===== src/rtl/seq_alu_if.sv =====
// seq_alu_if: request/response bundle between the execute-stage controller and seq_alu.
// The controller drives the master side: start, function code and operands.
// The ALU drives the slave side: result, flags, busy and done.
interface seq_alu_if #(
    parameter int WIDTH = 32
);
    logic             start;
    logic [5:0]       ALUfunct;
    logic [WIDTH-1:0] A;
    logic [WIDTH-1:0] B;
    logic [WIDTH-1:0] out;
    logic             flagZ;
    logic             flagS;
    logic             busy;
    logic             done;

    modport master (
        output start, ALUfunct, A, B,
        input  out, flagZ, flagS, busy, done
    );

    modport slave (
        input  start, ALUfunct, A, B,
        output out, flagZ, flagS, busy, done
    );
endinterface


===== src/rtl/seq_alu.sv =====
// seq_alu: clocked ALU with a start/done handshake and registered result and flags.
// Single-cycle logic ops complete in one cycle. Shifts iterate one bit per clock.
// Define SEQ_ALU_MUL_EN to compile in the shift-add multiplier for code 011000.
// Without that macro, 011000 behaves as an undefined code and passes A through.
module seq_alu #(
    parameter int WIDTH = 32,
    parameter int SHW   = $clog2(WIDTH)
) (
    input  logic       clk,
    input  logic       rst,
    seq_alu_if.slave   bus
);
    // The counter must hold WIDTH for the multiplier, so it has one bit more than a shift amount.
    localparam int CW = SHW + 1;

    localparam logic [5:0] F_ADD = 6'b100000;
    localparam logic [5:0] F_SUB = 6'b100010;
    localparam logic [5:0] F_AND = 6'b100100;
    localparam logic [5:0] F_OR  = 6'b100101;
    localparam logic [5:0] F_XOR = 6'b100110;
    localparam logic [5:0] F_NOT = 6'b100111;
    localparam logic [5:0] F_SLA = 6'b000000;
    localparam logic [5:0] F_SRL = 6'b000010;
    localparam logic [5:0] F_SRA = 6'b000011;
`ifdef SEQ_ALU_MUL_EN
    localparam logic [5:0] F_MUL = 6'b011000;

    typedef enum logic [1:0] {S_IDLE, S_SHIFT, S_MUL} state_t;
`else
    typedef enum logic [1:0] {S_IDLE, S_SHIFT} state_t;
`endif

    state_t           r_state;
    logic [WIDTH-1:0] r_acc;
    logic [1:0]       r_shop;
    logic [CW-1:0]    r_cnt;
    logic [WIDTH-1:0] r_out;
    logic             r_flag_z;
    logic             r_flag_s;
    logic             r_done;
    logic             r_busy;
`ifdef SEQ_ALU_MUL_EN
    logic [WIDTH-1:0] r_mcand;
    logic [WIDTH-1:0] r_mplier;
    logic [WIDTH-1:0] r_prod;
    logic [WIDTH-1:0] w_prod_step;
`endif

    logic [SHW-1:0]   w_n;
    logic             w_is_shift;
    logic [WIDTH-1:0] w_single;
    logic [WIDTH-1:0] w_acc_step;

    assign w_n        = bus.B[SHW-1:0];
    assign w_is_shift = (bus.ALUfunct == F_SLA) || (bus.ALUfunct == F_SRL) ||
                        (bus.ALUfunct == F_SRA);

    // One-cycle result; shifts with n=0 and every undefined code fall through to pass A.
    always_comb begin
        w_single = bus.A;
        case (bus.ALUfunct)
            F_ADD:   w_single = bus.A + bus.B;
            F_SUB:   w_single = bus.A - bus.B;
            F_AND:   w_single = bus.A & bus.B;
            F_OR:    w_single = bus.A | bus.B;
            F_XOR:   w_single = bus.A ^ bus.B;
            F_NOT:   w_single = ~bus.A;
            default: w_single = bus.A;
        endcase
    end

    // One-bit step of the shift accumulator; the low two function bits select the shift kind.
    always_comb begin
        w_acc_step = r_acc;
        case (r_shop)
            2'b00:   w_acc_step = {r_acc[WIDTH-2:0], 1'b0};
            2'b10:   w_acc_step = {1'b0, r_acc[WIDTH-1:1]};
            2'b11:   w_acc_step = {r_acc[WIDTH-1], r_acc[WIDTH-1:1]};
            default: w_acc_step = r_acc;
        endcase
    end

`ifdef SEQ_ALU_MUL_EN
    // Conditional add of the shifted multiplicand for the current multiplier bit.
    assign w_prod_step = r_mplier[0] ? (r_prod + r_mcand) : r_prod;
`endif

    // Control FSM and datapath; out and the flags change only when an operation completes.
    always_ff @(posedge clk or posedge rst) begin
        if (rst) begin
            r_state  <= S_IDLE;
            r_acc    <= '0;
            r_shop   <= '0;
            r_cnt    <= '0;
            r_out    <= '0;
            r_flag_z <= 1'b0;
            r_flag_s <= 1'b0;
            r_done   <= 1'b0;
            r_busy   <= 1'b0;
`ifdef SEQ_ALU_MUL_EN
            r_mcand  <= '0;
            r_mplier <= '0;
            r_prod   <= '0;
`endif
        end else begin
            r_done <= 1'b0;
            case (r_state)
                S_IDLE: begin
                    if (bus.start) begin
                        if (w_is_shift && (w_n != '0)) begin
                            r_acc   <= bus.A;
                            r_cnt   <= {1'b0, w_n};
                            r_shop  <= bus.ALUfunct[1:0];
                            r_state <= S_SHIFT;
                            r_busy  <= 1'b1;
                        end
`ifdef SEQ_ALU_MUL_EN
                        else if (bus.ALUfunct == F_MUL) begin
                            r_mcand  <= bus.A;
                            r_mplier <= bus.B;
                            r_prod   <= '0;
                            r_cnt    <= CW'(WIDTH);
                            r_state  <= S_MUL;
                            r_busy   <= 1'b1;
                        end
`endif
                        else begin
                            r_out    <= w_single;
                            r_flag_z <= (w_single == '0);
                            r_flag_s <= w_single[WIDTH-1];
                            r_done   <= 1'b1;
                        end
                    end
                end
                S_SHIFT: begin
                    r_acc <= w_acc_step;
                    r_cnt <= r_cnt - CW'(1);
                    if (r_cnt == CW'(1)) begin
                        r_out    <= w_acc_step;
                        r_flag_z <= (w_acc_step == '0);
                        r_flag_s <= w_acc_step[WIDTH-1];
                        r_done   <= 1'b1;
                        r_busy   <= 1'b0;
                        r_state  <= S_IDLE;
                    end
                end
`ifdef SEQ_ALU_MUL_EN
                S_MUL: begin
                    r_prod   <= w_prod_step;
                    r_mcand  <= {r_mcand[WIDTH-2:0], 1'b0};
                    r_mplier <= {1'b0, r_mplier[WIDTH-1:1]};
                    r_cnt    <= r_cnt - CW'(1);
                    if (r_cnt == CW'(1)) begin
                        r_out    <= w_prod_step;
                        r_flag_z <= (w_prod_step == '0);
                        r_flag_s <= w_prod_step[WIDTH-1];
                        r_done   <= 1'b1;
                        r_busy   <= 1'b0;
                        r_state  <= S_IDLE;
                    end
                end
`endif
                default: begin
                    r_state <= S_IDLE;
                    r_busy  <= 1'b0;
                end
            endcase
        end
    end

    assign bus.out   = r_out;
    assign bus.flagZ = r_flag_z;
    assign bus.flagS = r_flag_s;
    assign bus.busy  = r_busy;
    assign bus.done  = r_done;
endmodule

===== src/flat_wrapper.sv =====
// flat-port wrapper written by rule: the top's interface ports become plain ports
module seq_alu_flat 
#(
    parameter int WIDTH = 32,
    parameter int SHW   = $clog2(WIDTH)
)
  (clk, rst, bus_start, bus_ALUfunct, bus_A, bus_B, bus_out, bus_flagZ, bus_flagS, bus_busy, bus_done);
  seq_alu_if #(.WIDTH(WIDTH)) bus_i ();
  input  logic clk;
  input  logic rst;
  input wire logic [$bits(bus_i.start)-1:0] bus_start;
  input wire logic [$bits(bus_i.ALUfunct)-1:0] bus_ALUfunct;
  input wire logic [$bits(bus_i.A)-1:0] bus_A;
  input wire logic [$bits(bus_i.B)-1:0] bus_B;
  output wire logic [$bits(bus_i.out)-1:0] bus_out;
  output wire logic [$bits(bus_i.flagZ)-1:0] bus_flagZ;
  output wire logic [$bits(bus_i.flagS)-1:0] bus_flagS;
  output wire logic [$bits(bus_i.busy)-1:0] bus_busy;
  output wire logic [$bits(bus_i.done)-1:0] bus_done;
  assign bus_i.start = bus_start;
  assign bus_i.ALUfunct = bus_ALUfunct;
  assign bus_i.A = bus_A;
  assign bus_i.B = bus_B;
  assign bus_out = bus_i.out;
  assign bus_flagZ = bus_i.flagZ;
  assign bus_flagS = bus_i.flagS;
  assign bus_busy = bus_i.busy;
  assign bus_done = bus_i.done;
  seq_alu #(.WIDTH(WIDTH), .SHW(SHW)) u_core (.clk(clk), .rst(rst), .bus(bus_i));
endmodule

===== config.mk =====
export PLATFORM = sky130hd
export DESIGN_NAME = seq_alu_flat
export DESIGN_NICKNAME = d
export VERILOG_FILES = /design/src/rtl/seq_alu_if.sv /design/src/rtl/seq_alu.sv /design/src/flat_wrapper.sv
export SDC_FILE = /design/constraint.sdc
export NUM_CORES = 1
export LEC_CHECK = 0
export CAP_MARGIN = 15
export CORE_MARGIN = 10
export CORE_UTILIZATION = 58
export DETAILED_ROUTE_END_ITERATION = 8
export DONT_BUFFER_PORTS = 1
export HOLD_SLACK_MARGIN = 0.08
export PLACE_DENSITY = 0.74
export SLEW_MARGIN = 20
export SYNTH_ARGS = -nofsm -noshare
export SYNTH_HDL_FRONTEND = slang
export SYNTH_SLANG_ARGS = --single-unit

===== constraint.sdc =====
create_clock -name clk -period 3.05 [get_ports clk]
set_input_delay 0.4575 -clock clk [delete_from_list [all_inputs] [get_ports clk]]
set_output_delay 0.4575 -clock clk [all_outputs]
set_load 0.1 [all_outputs]

==> results.py <==
metrics = {
    "finish": {
        "nets": 1547,
        "drive_above_1_share": 0.333,
        "syn2layout_area_growth_pct": 37.5,
        "insertedDiodeCount": 0,
        "num-fill-cells": 996,
    },
    "drt": {
        "antenna_left": 0,
        "vias": 10500,
        "wl_mm": 37.0,
        "dr.pass1.iters": 8,
        "drt-initial-drc-count": 1101,
        "post_drt_wl_per_cell_um": 23.3,
        "drc_errors": 0,
        "vias_per_cell": 6.63,
    },
    "power_and_ir_drop": {
        "power.leakage_nw": 5.64,
        "ir_worst_vdd_mv": 1.26,
        "pwr_density_cell_nw_per_um2": 682,
        "total_power_w": 0.00863,
    },
    "synth": {
        "syn_inst": 1202,
        "netlist_area_um2": 9190,
        "yosys-top-cells-area": "dfrtp_1 20%, ha_1 13%, a21oi_1 6.9%, mux2i_1 5.7%, nor2_1 5.2%",
        "yosys.area_share.simple": 0.189,
        "ys_ff_latch": 75,
        "yosys_warnings": 0,
        "avgSynthCellArea_um2": 7.65,
        "muxShareOfSynthArea": 0.0766,
        "syn-num-nets": 1375,
        "synth.most_common_cell": "nor2_1",
        "synth_top_area_frac": 0.204,
        "synth_compound_area_frac": 0.271,
        "synth_seq_area_share": 0.204,
        "synthAdderAreaFrac": 0.137,
        "synth_top_family_by_area": "compound AO/OA/AOI/OAI gates",
        "synthXorXnorAreaFrac": 0.0467,
        "synth.distinct_cells": 84,
        "synth_area_leader_cell": "dfrtp_1",
        "synth_commonest_cells": "127 x nor2_1, 126 x a21oi_1, 121 x nand2_1",
        "synth_flop_cell": "dfrtp_1",
        "synth_edf_count": 0,
        "async_flop_share": 1.00,
    },
    "floorplanning": {
        "dieArea_um2": 21300,
        "dieHeight_um": 146,
        "start_util": 0.598,
        "die_x_um": 146,
        "ios": 109,
        "num_rows": 45,
        "core_um2": 15400,
    },
    "sta": {
        "slew_headroom": 0.340,
        "slew_violations": 0,
        "setup_viol_count_final": 24,
        "clock_skew_ns": 0.00481,
        "rsz0062_at_grt": "true",
        "holdWs_ns": 0.123,
        "setup-tns-final_ns": -12.28,
        "finalWorstSetupSlack_ns": -0.855,
        "worst_pin_slew_ns": 0.990,
        "max_freq_ghz": 0.256,
        "finalHoldViolations": 0,
        "fin_crit_sh": 1.28,
        "finalCriticalPeriod_ns": 3.90,
    },
    "cts": {
        "clkTransAtPathRegs_ns": 0.06,
        "cts_sinks": 75,
        "cts_tree": "done",
        "cts_max_path_buffers": 2,
        "cts-hold-fix-buffers": 0,
        "cts_root_buffer": "clkbuf_16",
        "h-tree-depth": 3,
        "clock_latency_ns": 0.34,
        "cts_made_buffers": 9,
    },
    "setup_path": {
        "cp.required_ns": 3.32,
        "end_kind": "flip-flop",
        "arrival_ns": 4.17,
        "crit_type": "in -> reg",
        "crit_fanout": 4,
        "startpoint_type": "input port",
    },
    "worst_hold_path": {
        "hold_class": "in -> async",
    },
    "global_route": {
        "grt_pass1_vias": 10100,
        "grtUsageTotal": 0.317,
        "grt_overflow_total": 0,
        "grt_antenna_before_repair": 0,
        "grt_pass1_wl_mm": 55.1,
        "grt_max_degree": 74,
    },
    "job": {
        "drv_cap": 0,
    },
    "outcome": {
        "violations": "setup timing",
        "outcome": "finished, violations left",
    },
    "placement": {
        "gp_congestion": 1.02,
        "dp_hpwl_mm": 25.7,
        "place_ws_ns": -1.36,
        "port_buffers": 0,
    },
}
## critical path, stage by stage
cell	delay, ns
nor4_4	0.30
buf_4	0.20
buf_6	0.10
nand2_4	0.05
o41ai_4	0.35
xnor2_2	0.17
ha_1	0.29
buf_6	0.13
a221o_1	0.41
buf_4	0.17
buf_6	0.11
nor2_4	0.09
xor2_2	0.19
o211ai_1	0.12
nor4_1	0.48
and4_1	0.28
nand4_1	0.12
o21ai_1	0.14
## flip-flops by register name, summed over array words and instances (netlist names)
signal / cells
u_core.r_state: 1
u_core.r_cnt: 6
u_core.r_acc: 32
u_core.r_shop: 2
u_core.bus.flagZ: 1
u_core.bus.out: 32
u_core.bus.done: 1
## cells by family after synthesis
| family | count (synthesis) |
|---|---|
| adder cells (fa/ha/maj) | 100 |
| AND/OR/NAND/NOR | 365 |
| XOR/XNOR | 49 |
| buffers and inverters | 165 |
| multiplexers | 64 |
| flip-flops | 75 |
| AO/OA/AOI/OAI | 384 |
## repair_timing
action / 4_1_cts / 5_1_grt
buffers inserted: 44 / 22
cloned: 0 / 0
resized for setup: 176 / 86
pin swaps: 83 / 75
endpoints found under the setup margin: 28 / 28
## placed cells by master (no fill, tap or decap), types with 10 or more instances in the layout
master	synthesis	routed
o21ai_0	70	40
nand2_1	121	111
o221ai_1	13	12
inv_1	87	84
buf_4	1	197
a21oi_1	126	96
nor2_1	127	119
a211oi_1	35	28
o21ai_1	4	12
buf_6	2	35
mux2i_1	52	51
a21boi_0	24	20
nor3_1	18	11
dfrtp_1	75	73
a21oi_2	1	27
nand4_1	19	19
xnor2_1	37	32
ha_1	99	91
o21ai_2	0	15
a22oi_1	10	10
a21o_1	17	16
## layer usage
metal	vias up	GRT usage	routed length (um)
met5	-	0	0
li1	4672	-	-
met4	0	0.178	2670
met2	690	0.543	17800
met3	203	0.0702	3670
met1	4978	0.356	12900
## where the power goes
group / leakage, nW / internal (W) / switching (W)
sequential: 0.838 / 0.00144 / 0.00202
clock: 0.159 / 0.000793 / 0.000421
combinational: 4.65 / 0.00164 / 0.00231
## metrics by stage
stage | std cells | cell area, um2 | utilization
finish | 1589 | 12600 | 0.822
global placement | 1529 | 10800 | 0.700
global route | 1589 | 12600 | 0.822
floorplan | 1202 | 9430 | -
detailed placement | 1529 | 10800 | 0.700
CTS | 1578 | 12100 | 0.789
## final timing paths
path	from	to	slack (ns)	depth (start not counted)
min in group clk	bus_ALUfunct[0]	u_core.r_shop[0]	0.28	1
hold reg to reg	u_core.r_cnt[0]	u_core.r_cnt[0]	0.54	1
hold / removal	rst	u_core.r_acc[28]	0.12	1
setup reg to reg	u_core.r_shop[0]	u_core.bus.flagZ	0.57	9
max in group asynchronous	rst	u_core.r_state[0]	2.19	2
setup / recovery	bus_B[2]	u_core.bus.flagZ	-0.85	18
## area by class of cell
type	instances	area [um2]	share of cell area
Tap cell	211	264	0.0209
Sequential cell	75	1880	0.149
Inverter	90	338	0.0267
Clock buffer	10	229	0.0181
Timing Repair Buffer	236	1950	0.155
Multi-Input combinational cell	962	7870	0.623
Clock inverter	5	103	0.00812
Power figures use the tool's default switching activity.
